### src/rtl/clk_switch_pkg.sv
// Shared types and sizing helpers for the clock-switch controller.
package clk_switch_pkg;

    typedef enum logic [1:0] {
        IDLE       = 2'd0,
        BREAK_WAIT = 2'd1,
        MAKE_WAIT  = 2'd2
    } clk_sw_state_e;

    typedef enum logic [1:0] {
        ERR_NONE    = 2'd0,
        ERR_BAD_IDX = 2'd1,
        ERR_DEAD    = 2'd2,
        ERR_LOST    = 2'd3
    } clk_sw_err_e;

    function automatic int max2(input int a, input int b);
        return (a > b) ? a : b;
    endfunction

    // Counter only ever holds (window - 1), so clog2 of the larger window suffices.
    function automatic int cnt_width(input int off_c, input int on_c);
        int m;
        m = max2(off_c, on_c);
        return (m <= 2) ? 1 : $clog2(m);
    endfunction

endpackage

### src/rtl/clk_switch_timer.sv
// Loadable down-counter shared by the break and make settle windows.
module clk_switch_timer #(
    parameter int W = 3
) (
    input  logic         clk,
    input  logic         rst_n,
    input  logic         i_load,
    input  logic [W-1:0] i_load_val,
    output logic         o_zero
);

    logic [W-1:0] r_cnt;

    always_ff @(posedge clk or negedge rst_n) begin
        if (!rst_n)
            r_cnt <= '0;
        else if (i_load)
            r_cnt <= i_load_val;
        else if (r_cnt != '0)
            r_cnt <= r_cnt - 1'b1;
    end

    assign o_zero = (r_cnt == '0);

endmodule

### src/rtl/clk_switch_ctrl.sv
// Break-before-make sequencer driving the one-hot select of a glitch-free clock mux.
module clk_switch_ctrl
    import clk_switch_pkg::*;
#(
    parameter int NUM_CLOCKS  = 4,
    parameter int DEFAULT_SEL = 0,
    parameter int OFF_CYCLES  = 8,
    parameter int ON_CYCLES   = 8,
    localparam int SEL_W      = (NUM_CLOCKS > 1) ? $clog2(NUM_CLOCKS) : 1
) (
    input  logic                  clk,
    input  logic                  rst_n,
    input  logic                  req_valid,
    input  logic [SEL_W-1:0]      req_sel,
    output logic                  req_ready,
    input  logic [NUM_CLOCKS-1:0] clk_alive,
    output logic [NUM_CLOCKS-1:0] clk_select,
    output logic [SEL_W-1:0]      cur_sel,
    output logic                  busy,
    output logic                  switch_done,
    output logic                  switch_err,
    output logic [1:0]            err_code
);

    localparam int                    CNT_W    = cnt_width(OFF_CYCLES, ON_CYCLES);
    localparam logic [CNT_W-1:0]      OFF_LD   = CNT_W'(OFF_CYCLES - 1);
    localparam logic [CNT_W-1:0]      ON_LD    = CNT_W'(ON_CYCLES - 1);
    localparam logic [NUM_CLOCKS-1:0] SEL_ONE  = NUM_CLOCKS'(1);
    localparam logic [NUM_CLOCKS-1:0] DEF_OH   = SEL_ONE << DEFAULT_SEL;
    localparam logic [SEL_W-1:0]      DEF_IDX  = SEL_W'(DEFAULT_SEL);
    localparam logic [SEL_W:0]        NUM_IDX  = (SEL_W+1)'(NUM_CLOCKS);

    clk_sw_state_e         r_state, w_state;
    logic [NUM_CLOCKS-1:0] r_select, w_select;
    logic [SEL_W-1:0]      r_cur, w_cur;
    logic [SEL_W-1:0]      r_tgt, w_tgt;
    logic                  r_done, w_done;
    logic                  r_err, w_err;
    clk_sw_err_e           r_code, w_code;
    logic                  w_load;
    logic [CNT_W-1:0]      w_load_val;
    logic                  w_zero;
    logic                  w_bad_idx;
    logic                  w_req_alive;
    logic                  w_tgt_lost;

    clk_switch_timer #(.W(CNT_W)) u_timer (
        .clk        (clk),
        .rst_n      (rst_n),
        .i_load     (w_load),
        .i_load_val (w_load_val),
        .o_zero     (w_zero)
    );

    assign w_bad_idx   = ({1'b0, req_sel} >= NUM_IDX);
    assign w_req_alive = w_bad_idx ? 1'b0 : clk_alive[req_sel];
    assign w_tgt_lost  = !clk_alive[r_tgt];

    always_comb begin
        w_state    = r_state;
        w_select   = r_select;
        w_cur      = r_cur;
        w_tgt      = r_tgt;
        w_done     = 1'b0;
        w_err      = 1'b0;
        w_code     = ERR_NONE;
        w_load     = 1'b0;
        w_load_val = OFF_LD;
        case (r_state)
            IDLE: begin
                if (req_valid) begin
                    if (w_bad_idx) begin
                        w_err  = 1'b1;
                        w_code = ERR_BAD_IDX;
                    end else if (!w_req_alive) begin
                        w_err  = 1'b1;
                        w_code = ERR_DEAD;
                    end else if (req_sel == r_cur) begin
                        w_done = 1'b1;
                    end else begin
                        w_tgt    = req_sel;
                        w_select = '0;
                        w_load   = 1'b1;
                        w_state  = BREAK_WAIT;
                    end
                end
            end
            BREAK_WAIT: begin
                if (w_zero) begin
                    w_select   = SEL_ONE << r_tgt;
                    w_load     = 1'b1;
                    w_load_val = ON_LD;
                    w_state    = MAKE_WAIT;
                end
            end
            MAKE_WAIT: begin
                // A dying default has nowhere to fall back to, so it only reports.
                if (w_tgt_lost && (r_tgt != DEF_IDX)) begin
                    w_select = '0;
                    w_tgt    = DEF_IDX;
                    w_load   = 1'b1;
                    w_state  = BREAK_WAIT;
                    w_err    = 1'b1;
                    w_code   = ERR_LOST;
                end else if (w_zero) begin
                    w_cur   = r_tgt;
                    w_done  = 1'b1;
                    w_state = IDLE;
                end else if (w_tgt_lost) begin
                    w_err  = 1'b1;
                    w_code = ERR_LOST;
                end
            end
            default: w_state = IDLE;
        endcase
    end

    always_ff @(posedge clk or negedge rst_n) begin
        if (!rst_n) begin
            r_state  <= IDLE;
            r_select <= DEF_OH;
            r_cur    <= DEF_IDX;
            r_tgt    <= DEF_IDX;
            r_done   <= 1'b0;
            r_err    <= 1'b0;
            r_code   <= ERR_NONE;
        end else begin
            r_state  <= w_state;
            r_select <= w_select;
            r_cur    <= w_cur;
            r_tgt    <= w_tgt;
            r_done   <= w_done;
            r_err    <= w_err;
            r_code   <= w_code;
        end
    end

    assign req_ready   = (r_state == IDLE);
    assign busy        = !req_ready;
    assign clk_select  = r_select;
    assign cur_sel     = r_cur;
    assign switch_done = r_done;
    assign switch_err  = r_err;
    assign err_code    = r_code;

endmodule

### config.mk
export PLATFORM = sky130hd
export DESIGN_NAME = clk_switch_ctrl
export DESIGN_NICKNAME = d
export VERILOG_FILES = /design/src/rtl/clk_switch_pkg.sv /design/src/rtl/clk_switch_timer.sv /design/src/rtl/clk_switch_ctrl.sv
export SDC_FILE = /design/constraint.sdc
export NUM_CORES = 1
export LEC_CHECK = 0
export CORE_MARGIN = 2
export CORE_UTILIZATION = 28
export CTS_CLUSTER_SIZE = 24
export DETAILED_ROUTE_END_ITERATION = 10
export RECOVER_POWER = 50
export SETUP_SLACK_MARGIN = 0.05
export SLEW_MARGIN = 20
export SYNTH_ARGS = -nofsm -noshare
export SYNTH_HDL_FRONTEND = slang
export SYNTH_SLANG_ARGS = --single-unit
### constraint.sdc
create_clock -name clk -period 3.6 [get_ports clk]
set_clock_uncertainty 0.2 [all_clocks]
set_input_delay 0.54 -clock clk [delete_from_list [all_inputs] [get_ports clk]]
set_output_delay 0.54 -clock clk [all_outputs]
set_load 0.02 [all_outputs]
==> results of run 1 <==
==> cell usage after synthesis <==
| master | instances |
|---|---|
| a211o_1 | 1 |
| a21o_2 | 1 |
| a21oi_1 | 2 |
| a22oi_2 | 1 |
| and3_1 | 2 |
| and3b_1 | 1 |
| buf_2 | 2 |
| buf_4 | 1 |
| clkbuf_1 | 1 |
| dfrtp_1 | 15 |
| dfstp_2 | 1 |
| ha_1 | 2 |
| inv_1 | 3 |
| mux2_2 | 2 |
| mux2_4 | 4 |
| mux2i_1 | 2 |
| mux4_2 | 1 |
| nand2_1 | 6 |
| nand2b_1 | 2 |
| nand3_1 | 2 |
| nand3_4 | 1 |
| nand4_1 | 1 |
| nor2_1 | 3 |
| nor2b_1 | 4 |
| nor3_1 | 2 |
| nor3b_1 | 2 |
| o2111ai_4 | 1 |
| o211ai_1 | 1 |
| o21ai_0 | 3 |
| o21bai_1 | 1 |
| or2_1 | 1 |
| or4_1 | 1 |
| xnor2_1 | 1 |
| xor2_1 | 2 |
==> metal layers <==
layer	global-route usage, %	vias to the layer above	share of wire (%)
li1	-	308	-
met3	1.30	4	2.3
met2	17.5	14	47
met4	3.81	0	1.6
met5	0	-	0
met1	14.8	304	50
==> worst register-to-register path, cell delays in order, from the launching register on <==
cell and delay, ps:
dfrtp_1 370, inv_1 110, ha_1 180, nor2b_1 420, nand2_1 210, nand3_4 180
mux2_4 310
==> flip-flops by register name, indices dropped and copies added (netlist names) <==
signal	flops
clk_select	4
u_timer.r_cnt	3
cur_sel	2
err_code	2
r_state	2
r_tgt	2
switch_done	1
==> report_power, final <==
| group | total, uW | internal (uW) | switching, uW |
|---|---|---|---|
| sequential | 311 | 249 | 62.0 |
| clock | 123 | 61.6 | 61.1 |
| combinational | 430 | 215 | 215 |
| total | 864 | 526 | 338 |
==> cell families after synthesis <==
group,count (synthesis),share of synthesized area (%)
multiplexers,9,14.3
AND/OR/NAND/NOR,28,18.9
AO/OA/AOI/OAI,11,11.0
flip-flops,16,46.1
XOR/XNOR,3,3.01
adder cells (fa/ha/maj),2,2.87
buffers and inverters,7,3.73
==> final timing paths <==
| path | from | to | slack (ps) | cells after the start |
|---|---|---|---|---|
| max in group asynchronous | rst_n | cur_sel[0] | 2210 | 1 |
| hold / removal | clk_select[1] | clk_select[1] | 320 | 1 |
| setup / recovery | r_state[0] | req_ready | 1110 | 2 |
| hold reg to reg | clk_select[1] | clk_select[1] | 320 | 1 |
| setup reg to reg | u_timer.r_cnt[0] | clk_select[3] | 1520 | 6 |
| min in group asynchronous | rst_n | clk_select[2] | 530 | 1 |
==> per-stage QoR <==
step	cells	power, uW
6_report	129	864
3_3_place_gp	125	745
2_1_floorplan	76	604
5_1_grt	129	932
3_5_place_dp	125	752
4_1_cts	129	873
==> cell type report <==
cell class	instances	share of cell area, %
Inverter	3	0.998
Multi-Input combinational cell	53	38.8
Timing Repair Buffer	20	17.7
Tap cell	33	3.66
Clock buffer	4	3.22
Sequential cell	16	35.6
==> metrics.txt, run 1 <==
Synth Area per Inst 11.5 sq um; post-synth top area cell dfrtp_1; area of the multi-input gates 438 sq um; crit-path max FO 6; final net count 108; Area growth syn-to-layout 29.4%; cell-by-cell trace of the critical path nor2_1 > clkdlybuf4s50_1; Total GRT Usage 10.8%; post-CTS setup buffer count 0; most frequent cells in the layout clkdlybuf4s50_1, dfrtp_1, nand2_1; CTS Buffer Depth 2; Post-Syn Instances 76; CTS tree built; CP Capture Type primary output; Die H 59.8 um; register area share after synthesis 46.1%; # diodes 0; Place WS 936 ps; Top delay family on crit path buffers and inverters; f_max 402 MHz; number of remaining DRC errors 0; DR vias/cell 4.88; I/O Pins 21; Required @ worst endpoint 2860 ps; Core Util, Final 37.6%; post-synthesis cell area 872 sq um; peak per-stage delay on the critical path 680 ps; Port-buffer cells 20; status finished clean; Design Area, Final 1130 sq um; width of the die 59.8 um; Clock Sink Count 16; worst vdd ir 0.181 mV; DRT Wirelength 1720 um; largest net degree at the start of global routing 17; synth warn 0; min Tclk post-route 2490 ps; Core Area 3000 sq um; die area 3580 sq um; area of all sequential standard cells 402 sq um; CTS Hold Bufs 0; clk_lat worst skew 290 ps; top-area cell type share of the netlist area 43.0%; grt ovf 0; most common cell after layout, fill and taps aside clkdlybuf4s50_1; setup TNS 0 ps; Slew Limit Fails 0; startpoint types flip-flop; Final period util 69.1%; RSZ-0062 raised after global routing false; GPL Wtd Cong 0.787; Starting Density 29.0%; PD cells 766 nW/um^2; average routed wire per standard cell 13.3 um; clk slew on worst S/H paths 100 ps; Resize count post-CTS 0; drt first pass iters 4; PnR worst setup slack 1110 ps; Final Hold Slack 325 ps; Placed Instance Area 1090 sq um; Row Count 20; number of global-route vias before repair 602; Clock H-tree levels 1; Area contributors post-synth dfrtp_1, mux2_4, dfstp_2; routed via count 630; Worst Path Buf+Inv 1; Routed Antenna Nets 0; Hold Crit Class flip-flop to flip-flop; antenna violations before repair 0; FF+latch count, synth 16; Slew @ Worst Pin 715 ps; worst setup path category flip-flop to primary output; filler cell count 294; share of layout cells above drive strength 1 16.7%; first-pass GRT wire length 2950 um; Max-Cap Viols 0; Yosys cell types 34; Inserted Clock Buffers 3; Final Setup Violations 0; critical path arrival 1750 ps; drt initial violations 13; Max-slew headroom 52.2%; DP HPWL 1350 um; Critical-path top delay cell clkdlybuf4s50_1; leak pwr 0.000514 uW; Root Driver clkbuf_4; synthesized net count 87; Final Hold Viols 0
Power figures use the tool's default switching activity.
==> inputs of run 2 (changes only) <==
- clock period: 3.6 -> 2.2 ns (I/O delays scaled with it)
==> metrics.txt, run 2 (synthesized netlist as in run 1, its figures left out) <==
status finished clean; Starting Density 29.0% (unchanged); Required @ worst endpoint 2170 ps (-690 ps); Slew Limit Fails 0 (unchanged); Placed Instance Area 1140 sq um (+4.8%); setup TNS 0 ps (unchanged); Max-slew headroom 41.8% (-10 points); first-pass GRT wire length 3060 um (+3.7%); Root Driver clkbuf_4; filler cell count 302 (+2.7%); drt initial violations 16 (+3); Seq pwr share 36.3% (+0.3 points); DRT Wirelength 1720 um (unchanged); clk_lat worst skew 280 ps (about the same); Final Setup Violations 0 (unchanged); PnR worst setup slack 138 ps (-975 ps); Clock H-tree levels 1 (unchanged); PD cells 1210 nW/um^2 (+58%); final net count 115 (+6.5%); critical path arrival 2040 ps (+290 ps); switching pwr 554 uW (+64%); Routed Antenna Nets 0 (unchanged); Max-Cap Viols 0 (unchanged); max reg flops 4 (unchanged); Place WS -103 ps (-1040 ps); Total GRT Usage 11.4% (+0.53 points); share of layout cells above drive strength 1 21.4% (+4.7 points); average routed wire per standard cell 12.6 um (-5.1%); Port-buffer cells 20 (unchanged); GPL Wtd Cong 0.760 (-3.5%); Core Area 3000 sq um (unchanged); CTS Hold Bufs 0 (unchanged); min Tclk post-route 2060 ps; largest net degree at the start of global routing 17 (unchanged); sw frac 39.4% (+0.26 points); worst vdd ir 0.303 mV (+68%); Pwr Total 1410 uW (+63%); Final period util 93.7%; die area 3580 sq um (unchanged); drt first pass iters 4 (unchanged); Clock Power Share 11.5% (-2.7 points); Core Util, Final 38.8% (+1.2 points); # diodes 0 (unchanged); I/O Pins 21 (unchanged); most common cell after layout, fill and taps aside dfrtp_1; CTS tree built; DP HPWL 1360 um (+1.2%); startpoint types input pin; RSZ-0062 raised after global routing false; crit-path max FO 6 (unchanged); Design Area, Final 1160 sq um (+3.1%); Area growth syn-to-layout 33.4%; Row Count 20 (unchanged); antenna violations before repair 0 (unchanged); DR vias/cell 4.89 (+0.12%); Hold Crit Class flip-flop to flip-flop; number of global-route vias before repair 667 (+11%); grt ovf 0 (unchanged); leak pwr 0.000538 uW (+4.6%); most frequent cells in the layout dfrtp_1, clkdlybuf4s50_1, nand2_1; number of remaining DRC errors 0 (unchanged); routed via count 665 (+5.6%); CTS Buffer Depth 2 (unchanged); Die H 59.8 um (unchanged); Slew @ Worst Pin 873 ps (+159 ps); worst setup path category input pin to flip-flop; Clock Sink Count 16 (unchanged); Cell Int Power 853 uW (+62%); area of the multi-input gates 440 sq um (+0.57%); Final Hold Viols 0 (unchanged); combinational share of power 52.2% (+2.4 points); area of all sequential standard cells 402 sq um (unchanged); f_max 485 MHz; clk slew on worst S/H paths 90 ps (about the same); CP Capture Type flip-flop; width of the die 59.8 um (unchanged); Inserted Clock Buffers 3 (unchanged)
## run 2: changes by cell type in the layout (fill, tap and decap cells not counted), sizes merged
cell,change
buf,+5
dlygate4sd3,+1
clkbuf,+3
clkdlybuf4s50,-2
## run 2: metrics by stage
stage          hold WS (ps)  std cells
6_report                319        136
5_1_grt                 348        136
2_1_floorplan          -166         76
3_5_place_dp            304        132
4_1_cts                 167        136
3_3_place_gp            299        132
## run 2: path summary, 6_finish.rpt
kind	from	end	slack, ps	cells after the start
min reg2reg	clk_select[1]	clk_select[1]	320	1
min in group asynchronous	rst_n	switch_done	470	2
max	req_sel[0]	clk_select[2]	140	5
max reg2reg	u_timer.r_cnt[0]	clk_select[2]	330	6
max in group asynchronous	rst_n	r_state[1]	800	2
min	clk_select[1]	clk_select[1]	320	1
## run 2: area by class of cell
type	count	area share, %
clock buffers	4	2.26
flip-flops and latches	16	34.5
well taps	33	3.55
inverters	3	0.968
repair buffers	27	20.9
multi-input cells	53	37.8
## run 2: worst max-delay path: stages
cell and delay [ps]:
dlygate4sd3_1 570, mux4_2 550, o2111ai_4 110, nand3_4 150
mux2_4 320
## run 2: per-layer routing
metal / track usage (%) / wire, um / up-vias
li1: - / - / 319
met1: 15.6 / 787 / 319
met2: 18.0 / 818 / 23
met3: 1.30 / 85 / 4
met4: 4.76 / 26 / 0
met5: 0 / 0 / -
## run 2: power groups by stage
| stage | Sequential [uW] | Combinational (uW) | Clock (uW) |
|---|---|---|---|
| finish | 511 | 734 | 162 |
| global placement | 513 | 751 | 0 |
| detailed placement | 515 | 761 | 0 |
| global route | 531 | 812 | 179 |
| floorplan | 522 | 467 | 0 |
| CTS | 510 | 764 | 167 |
## run 2: timing repair
action	in CTS	in global routing
gates resized for setup	0	2
buffers inserted	0	0
setup endpoints to repair	0	4
